===== config.mk =====
export PLATFORM = sky130hd
export DESIGN_NAME = yuv422_to_yuv444
export DESIGN_NICKNAME = d
export VERILOG_FILES = /design/src/rtl/yuv422_to_yuv444.sv
export SDC_FILE = /design/constraint.sdc
export NUM_CORES = 1
export LEC_CHECK = 0
export BUFFER_PORTS_ARGS = -buffer_cell sky130_fd_sc_hd__buf_2
export CAP_MARGIN = 20
export CORE_ASPECT_RATIO = 1.5
export CORE_MARGIN = 2
export CORE_UTILIZATION = 54
export DETAILED_ROUTE_END_ITERATION = 7
export GPL_TIMING_DRIVEN = 0
export PLACE_DENSITY = 0.74
export SLEW_MARGIN = 20
export SYNTH_ARGS = -nofsm -noshare
export SYNTH_HDL_FRONTEND = slang
export SYNTH_SLANG_ARGS = --single-unit

===== constraint.sdc =====
create_clock -name iSclk -period 2.3 [get_ports iSclk]
set_input_delay 0.69 -clock iSclk [delete_from_list [all_inputs] [get_ports iSclk]]
set_output_delay 0.69 -clock iSclk [all_outputs]
set_load 0.02 [all_outputs]

===== src/rtl/yuv422_to_yuv444.sv =====
// ---------------------------------------------------------------------------
// yuv422_to_yuv444
//   Chroma upsampler in front of the YCbCr->RGB stage. Accepts 16-bit 4:2:2
//   pixels {Y,C} whose chroma alternates between two components on every
//   active pixel, and produces 24-bit 4:4:4 pixels {Y,Cb,Cr}. Timing signals
//   travel through the same 3-cycle pipeline so they stay aligned with data.
//
//   Parameters
//     INTERP    1: odd-pixel first component = rounded mean of its neighbours
//               0: odd-pixel first component replicated from the even pixel
//     CB_FIRST  1: even pixels carry Cb, odd pixels carry Cr; 0: swapped
//     C_DEF     chroma used when a component has no sample on the line yet
//
//   Ports
//     iSclk   in   1   pixel clock, rising edge
//     iRstN   in   1   asynchronous active-low reset
//     iD      in   16  {Y[15:8], C[7:0]}, valid when iE=1
//     iV      in   1   vertical sync / frame marker (restarts pixel phase)
//     iH      in   1   horizontal sync
//     iE      in   1   data enable, high for every active pixel of a line
//     oD      out  24  {Y[23:16], Cb[15:8], Cr[7:0]}, zero when oE=0
//     oV      out  1   iV delayed by 3 cycles
//     oH      out  1   iH delayed by 3 cycles
//     oE      out  1   iE delayed by 3 cycles
// ---------------------------------------------------------------------------
module yuv422_to_yuv444 #(
   parameter bit         INTERP   = 1'b1,
   parameter bit         CB_FIRST = 1'b1,
   parameter logic [7:0] C_DEF    = 8'd128
) (
   input  logic        iSclk,
   input  logic        iRstN,
   input  logic [15:0] iD,
   input  logic        iV,
   input  logic        iH,
   input  logic        iE,
   output logic [23:0] oD,
   output logic        oV,
   output logic        oH,
   output logic        oE
);

   localparam int unsigned CW = 8;        // chroma sample width
   localparam int unsigned YW = 8;        // luma sample width
   localparam int unsigned SW = CW + 1;   // chroma sum width for averaging
   localparam int unsigned OW = YW + 2 * CW;

   // -----------------------------------------------------------------------
   // Input qualification
   //   After reset the remainder of any line in flight is discarded: the
   //   block waits for iE to drop before it accepts pixels again.
   // -----------------------------------------------------------------------
   logic waitLine;

   logic inE;       // accepted active pixel this cycle
   logic inStart;   // accepted pixel is k=0 of a line
   logic inOdd;     // accepted pixel has odd index k

   // Stage 0: pixel sampled one cycle ago (the "next" pixel during output)
   logic          e0;
   logic          start0;
   logic          odd0;
   logic [YW-1:0] y0;
   logic [CW-1:0] c0;
   logic          v0;
   logic          h0;

   // Stage 1: pixel whose output is being formed (the "current" pixel)
   logic          e1;
   logic          start1;
   logic          odd1;
   logic [YW-1:0] y1;
   logic [CW-1:0] c1;
   logic          v1;
   logic          h1;

   // Chroma of the pixel before the current one
   logic [CW-1:0] cPrev;

   // Output formation
   logic          nextSame;   // next pixel exists on the same line
   logic          prevSame;   // previous pixel exists on the same line
   logic [CW-1:0] avgC;
   logic [CW-1:0] firstC;     // component carried by even pixels
   logic [CW-1:0] secondC;    // component carried by odd pixels
   logic [CW-1:0] cbC;
   logic [CW-1:0] crC;
   logic [OW-1:0] dC;

   assign inE     = iE & ~waitLine;
   // A line starts on a DE rising edge, and iV forces a phase restart.
   assign inStart = inE & (~e0 | iV);
   assign inOdd   = ~inStart & ~odd0;

   // Wait-for-line-gap flag: set by reset, cleared once iE is seen low
   always_ff @(posedge iSclk or negedge iRstN) begin
      if (!iRstN) begin
         waitLine <= 1'b1;
      end else begin
         waitLine <= waitLine & iE;
      end
   end

   // Two-stage sample pipeline plus previous-chroma register
   always_ff @(posedge iSclk or negedge iRstN) begin
      if (!iRstN) begin
         e0     <= 1'b0;
         start0 <= 1'b0;
         odd0   <= 1'b0;
         y0     <= '0;
         c0     <= '0;
         v0     <= 1'b0;
         h0     <= 1'b0;
         e1     <= 1'b0;
         start1 <= 1'b0;
         odd1   <= 1'b0;
         y1     <= '0;
         c1     <= '0;
         v1     <= 1'b0;
         h1     <= 1'b0;
         cPrev  <= '0;
      end else begin
         e0     <= inE;
         start0 <= inStart;
         odd0   <= inOdd;
         y0     <= iD[15:8];
         c0     <= iD[7:0];
         v0     <= iV;
         h0     <= iH;
         e1     <= e0;
         start1 <= start0;
         odd1   <= odd0;
         y1     <= y0;
         c1     <= c0;
         v1     <= v0;
         h1     <= h0;
         cPrev  <= c1;
      end
   end

   // Neighbour availability. A following pixel flagged as a line start
   // (DE gap or iV restart) belongs to another line and must not be used.
   assign nextSame = e0 & ~start0;
   assign prevSame = ~start1;

   // Rounded mean of the two neighbouring first-component samples
   assign avgC = CW'((SW'(cPrev) + SW'(c0) + SW'(1)) >> 1);

   // Chroma reconstruction for the current pixel
   always_comb begin
      firstC  = c1;
      secondC = c1;
      if (!odd1) begin
         // Even pixel: own sample is first; second comes from the pair
         // partner, or from the previous pair when the line ends here.
         firstC = c1;
         if (nextSame) begin
            secondC = c0;
         end else if (prevSame) begin
            secondC = cPrev;
         end else begin
            secondC = C_DEF;
         end
      end else begin
         // Odd pixel: own sample is second; first is taken from the even
         // partner, or interpolated towards the following even pixel.
         secondC = c1;
         if (INTERP && nextSame) begin
            firstC = avgC;
         end else begin
            firstC = cPrev;
         end
      end
   end

   always_comb begin
      cbC = firstC;
      crC = secondC;
      if (!CB_FIRST) begin
         cbC = secondC;
         crC = firstC;
      end
   end

   assign dC = {y1, cbC, crC};

   // Registered outputs; data forced to zero outside active pixels
   always_ff @(posedge iSclk or negedge iRstN) begin
      if (!iRstN) begin
         oD <= '0;
         oV <= 1'b0;
         oH <= 1'b0;
         oE <= 1'b0;
      end else begin
         oD <= e1 ? dC : '0;
         oV <= v1;
         oH <= h1;
         oE <= e1;
      end
   end

endmodule


==> out/qor.csv <==
stage,metric,value,unit
pwr,P_sw,692.8,uW
timing,Final period util,0.9415,
timing,f_max,0.4618,GHz
cts,Post-CTS Setup Bufs,0,
cts,Worst-Skew Late Latency,0.35,ns
worst_setup_path,CP max FO,4,
place,routability cong.,0.8945,
route,Routed WL,4.556,mm
worst_setup_path,Crit Path Class,register to register,
finish,nets@finish,300,
place,hpwl dp,3.113,mm
floorplanning,Initial Util,0.5671,
finish,"commonest non-fill, non-tap cells in the layout","dfrtp_1, buf_2, and2_1, nand2_1, o21ai_0",
timing,# setup viols final,0,
worst_hold_path,worst hold path type,input pin to async pin,
job,max-cap viol count,0,
route,Detailed Routing Iterations Pass 1,4,
timing,RSZ-0062 raised after global routing,false,
floorplanning,die area,5733,sq um
timing,worst slew pin tran,0.4353,ns
pwr,power density over cell area,891.6,nW/um^2
worst_setup_path,"Data arrival, critical path",2.41,ns
pwr,Seq pwr share,0.497,
synth,Syn. warnings,0,
route,# DRC,0,
worst_setup_path,endpoint type of the worst setup path,register,
timing,Tmin final,2.166,ns
cts,H-tree levels,3,
cts,CTS buffer count,9,
floorplanning,core area,4887,sq um
worst_setup_path,FF-to-FF Start,cPrev[0],
pwr,switching share of power,0.2318,
finish,fin util,0.6859,
global_routing,vias in the first global route,1680,
synth,synthesis-stage register bit count,78,
global_routing,Tot GR Track Use,0.1809,
worst_setup_path,Startpoint Class,register,
worst_setup_path,critical register-to-register path endpoint,oD[13],
run_status,status,finished clean,
finish,Layout area overhead,20.95,%
pwr,Pleak,0.001612,uW
cts,clock root buffer,clkbuf_8,
floorplanning,die height,91.74,um
place,port bufs,47,
route,via count,1708,
global_routing,largest net degree at the start of global routing,49,
timing,worst relative slew slack,0.7098,
floorplanning,I/O pin count,48,
timing,Setup Skew,0.006095,ns
finish,Register Area,1953,sq um
pwr,Combinational Power Share,0.107,
floorplanning,die width,62.50,um
finish,"most common cell after layout, fill and taps aside",dfrtp_1,
synth,"Top FF cell, synth",dfrtp_1,
worst_setup_path,Critical path origin,cPrev[0],
route,"antenna viol nets, final",0,
synth,Post-synth EDFFs,0,
cts,CTS tree,done,
synth,total nets after synthesis,241,
timing,Fin. Hold Viols,0,
synth,Post-synth ARST share,1.000,
global_routing,total gr overflow,0,
worst_setup_path,reg2reg setup slack,0.13,ns
cts,Post-CTS Hold Buffers,0,
global_routing,first-pass GRT wire length,7.721,mm
pwr,VDD IR max,0.4954,mV
worst_setup_path,R2R depth,7,
global_routing,initial antenna violation count,0,
pwr,internal power,2296,uW
cts,CTS sink count,78,
synth,Yosys cell types,34,
cts,post-CTS sizing,0,
floorplanning,Site Rows,31,
synth,cells after synthesis,212,
synth,Mapped Area,2771,sq um
route,DR iter-0 viols,88,
synth,Mean Syn Cell Area,13.07,sq um
finish,Multi-input gate area,743.2,sq um
synth,register area share after synthesis,0.7047,
cts,clk slew on worst S/H paths,0.08,ns
timing,total negative slack,0,ns
worst_setup_path,worst setup path end,oD[13],
route,Avg WL per Cell,13.32,um
finish,Non-Filler Instances,342,
timing,final hold slack,0.2565,ns
timing,Slew Limit Fails,0,
pwr,clock share of power,0.396,
place,placed instance count,326,
cts,Clock Path Buffers,2,
finish,fraction of layout cells with a size suffix above 1,0.2645,
finish,Filler Cell Count,392,
worst_setup_path,Worst EP required,2.54,ns
route,vias per cell,4.994,
finish,antenna diode count,0,
## cell usage after synthesis, types with 2 or more instances
cell	number	share of area
nor3b_1	9	0.024
clkbuf_1	5	0.0068
xnor2_1	3	0.0095
a311oi_1	2	0.0063
inv_1	4	0.0054
o21ai_0	17	0.031
a21oi_1	16	0.029
xor2_1	2	0.0063
buf_2	3	0.0054
buf_6	2	0.0081
a31oi_1	3	0.0068
nor2_1	7	0.0095
ha_1	7	0.032
and2_1	17	0.038
dfrtp_1	77	0.70
nor3_1	2	0.0036
nand2_1	17	0.023
nor2b_1	3	0.0068
## state kept, by name, indices dropped and copies added, names as in the netlist
name and cells:
oD 24, e1 1, oE 1, c1 8
oH 1, y0 8, c0 8, start0 1
e0 1, start1 1, h0 1, odd1 1
v0 1, odd0 1, v1 1, h1 1
waitLine 1, cPrev 8, y1 8, oV 1
## layer usage
metal  global-route usage  share of wire  up-vias  routed length, um
met2               0.3073           0.54       38               2440
li1                     -              -      838                  -
met4              0.09259          0.025        0                115
met5                    0              0        -                  0
met1               0.2021           0.40      820               1809
met3              0.05890          0.042       12                191
## worst max-delay path, stage by stage (launching register included)
cell and delay [ns]:
dfrtp_1 0.40, or2_2 0.31, fa_1 0.42, a21oi_2 0.19, o21ai_1 0.09, a21o_2 0.24, xnor2_1 0.13, a311oi_1 0.29
## logic make-up (layout without fill, tap and decap cells)
kind of cell    Yosys count  count (layout)  share of synthesized area
flops                    78              78                     0.7047
buf+inv                  15              79                    0.02844
compound gates           45              45                    0.09165
fa+ha+maj                 8               8                    0.03883
xor+xnor                  5               5                    0.01580
mux                       1               1                   0.003612
simple gates             60              60                     0.1169
## power by group through the flow
stage,Clock [uW],Combinational (uW),Sequential (uW)
floorplan,0,152,1550
global placement,0,309,1510
detailed placement,0,320,1510
CTS,1210,321,1490
global route,1290,356,1500
finish,1180,319,1490
## final cells by class
cell class	instances	share of cell area
Tap cell	66	0.02464
Timing Repair Buffer	48	0.07689
Multi-Input combinational cell	119	0.2217
Clock inverter	6	0.03247
Inverter	4	0.004479
Sequential cell	78	0.5827
Clock buffer	10	0.03807
Buffer	11	0.01904
## how the worst min path moves through the flow
stage | from | end | slack, ns
global route | iRstN | oD[7] | 0.27
floorplan | h0 | h1 | 0.33
CTS | iRstN | v0 | 0.26
detailed placement | y0[7] | y1[7] | 0.34
global placement | y0[0] | y1[0] | 0.33
finish | iRstN | v0 | 0.26
## stage by stage
| stage | setup WS [ns] | power, uW | area [sq um] |
|---|---|---|---|
| floorplan | 0.3048 | 1706 | 2771 |
| global placement | 0.1113 | 1819 | 3089 |
| detailed placement | 0.09457 | 1832 | 3112 |
| CTS | 0.06603 | 3014 | 3348 |
| global route | 0.05446 | 3138 | 3352 |
| finish | 0.1344 | 2989 | 3352 |
Note: power is estimated with default switching activity, not from simulation.
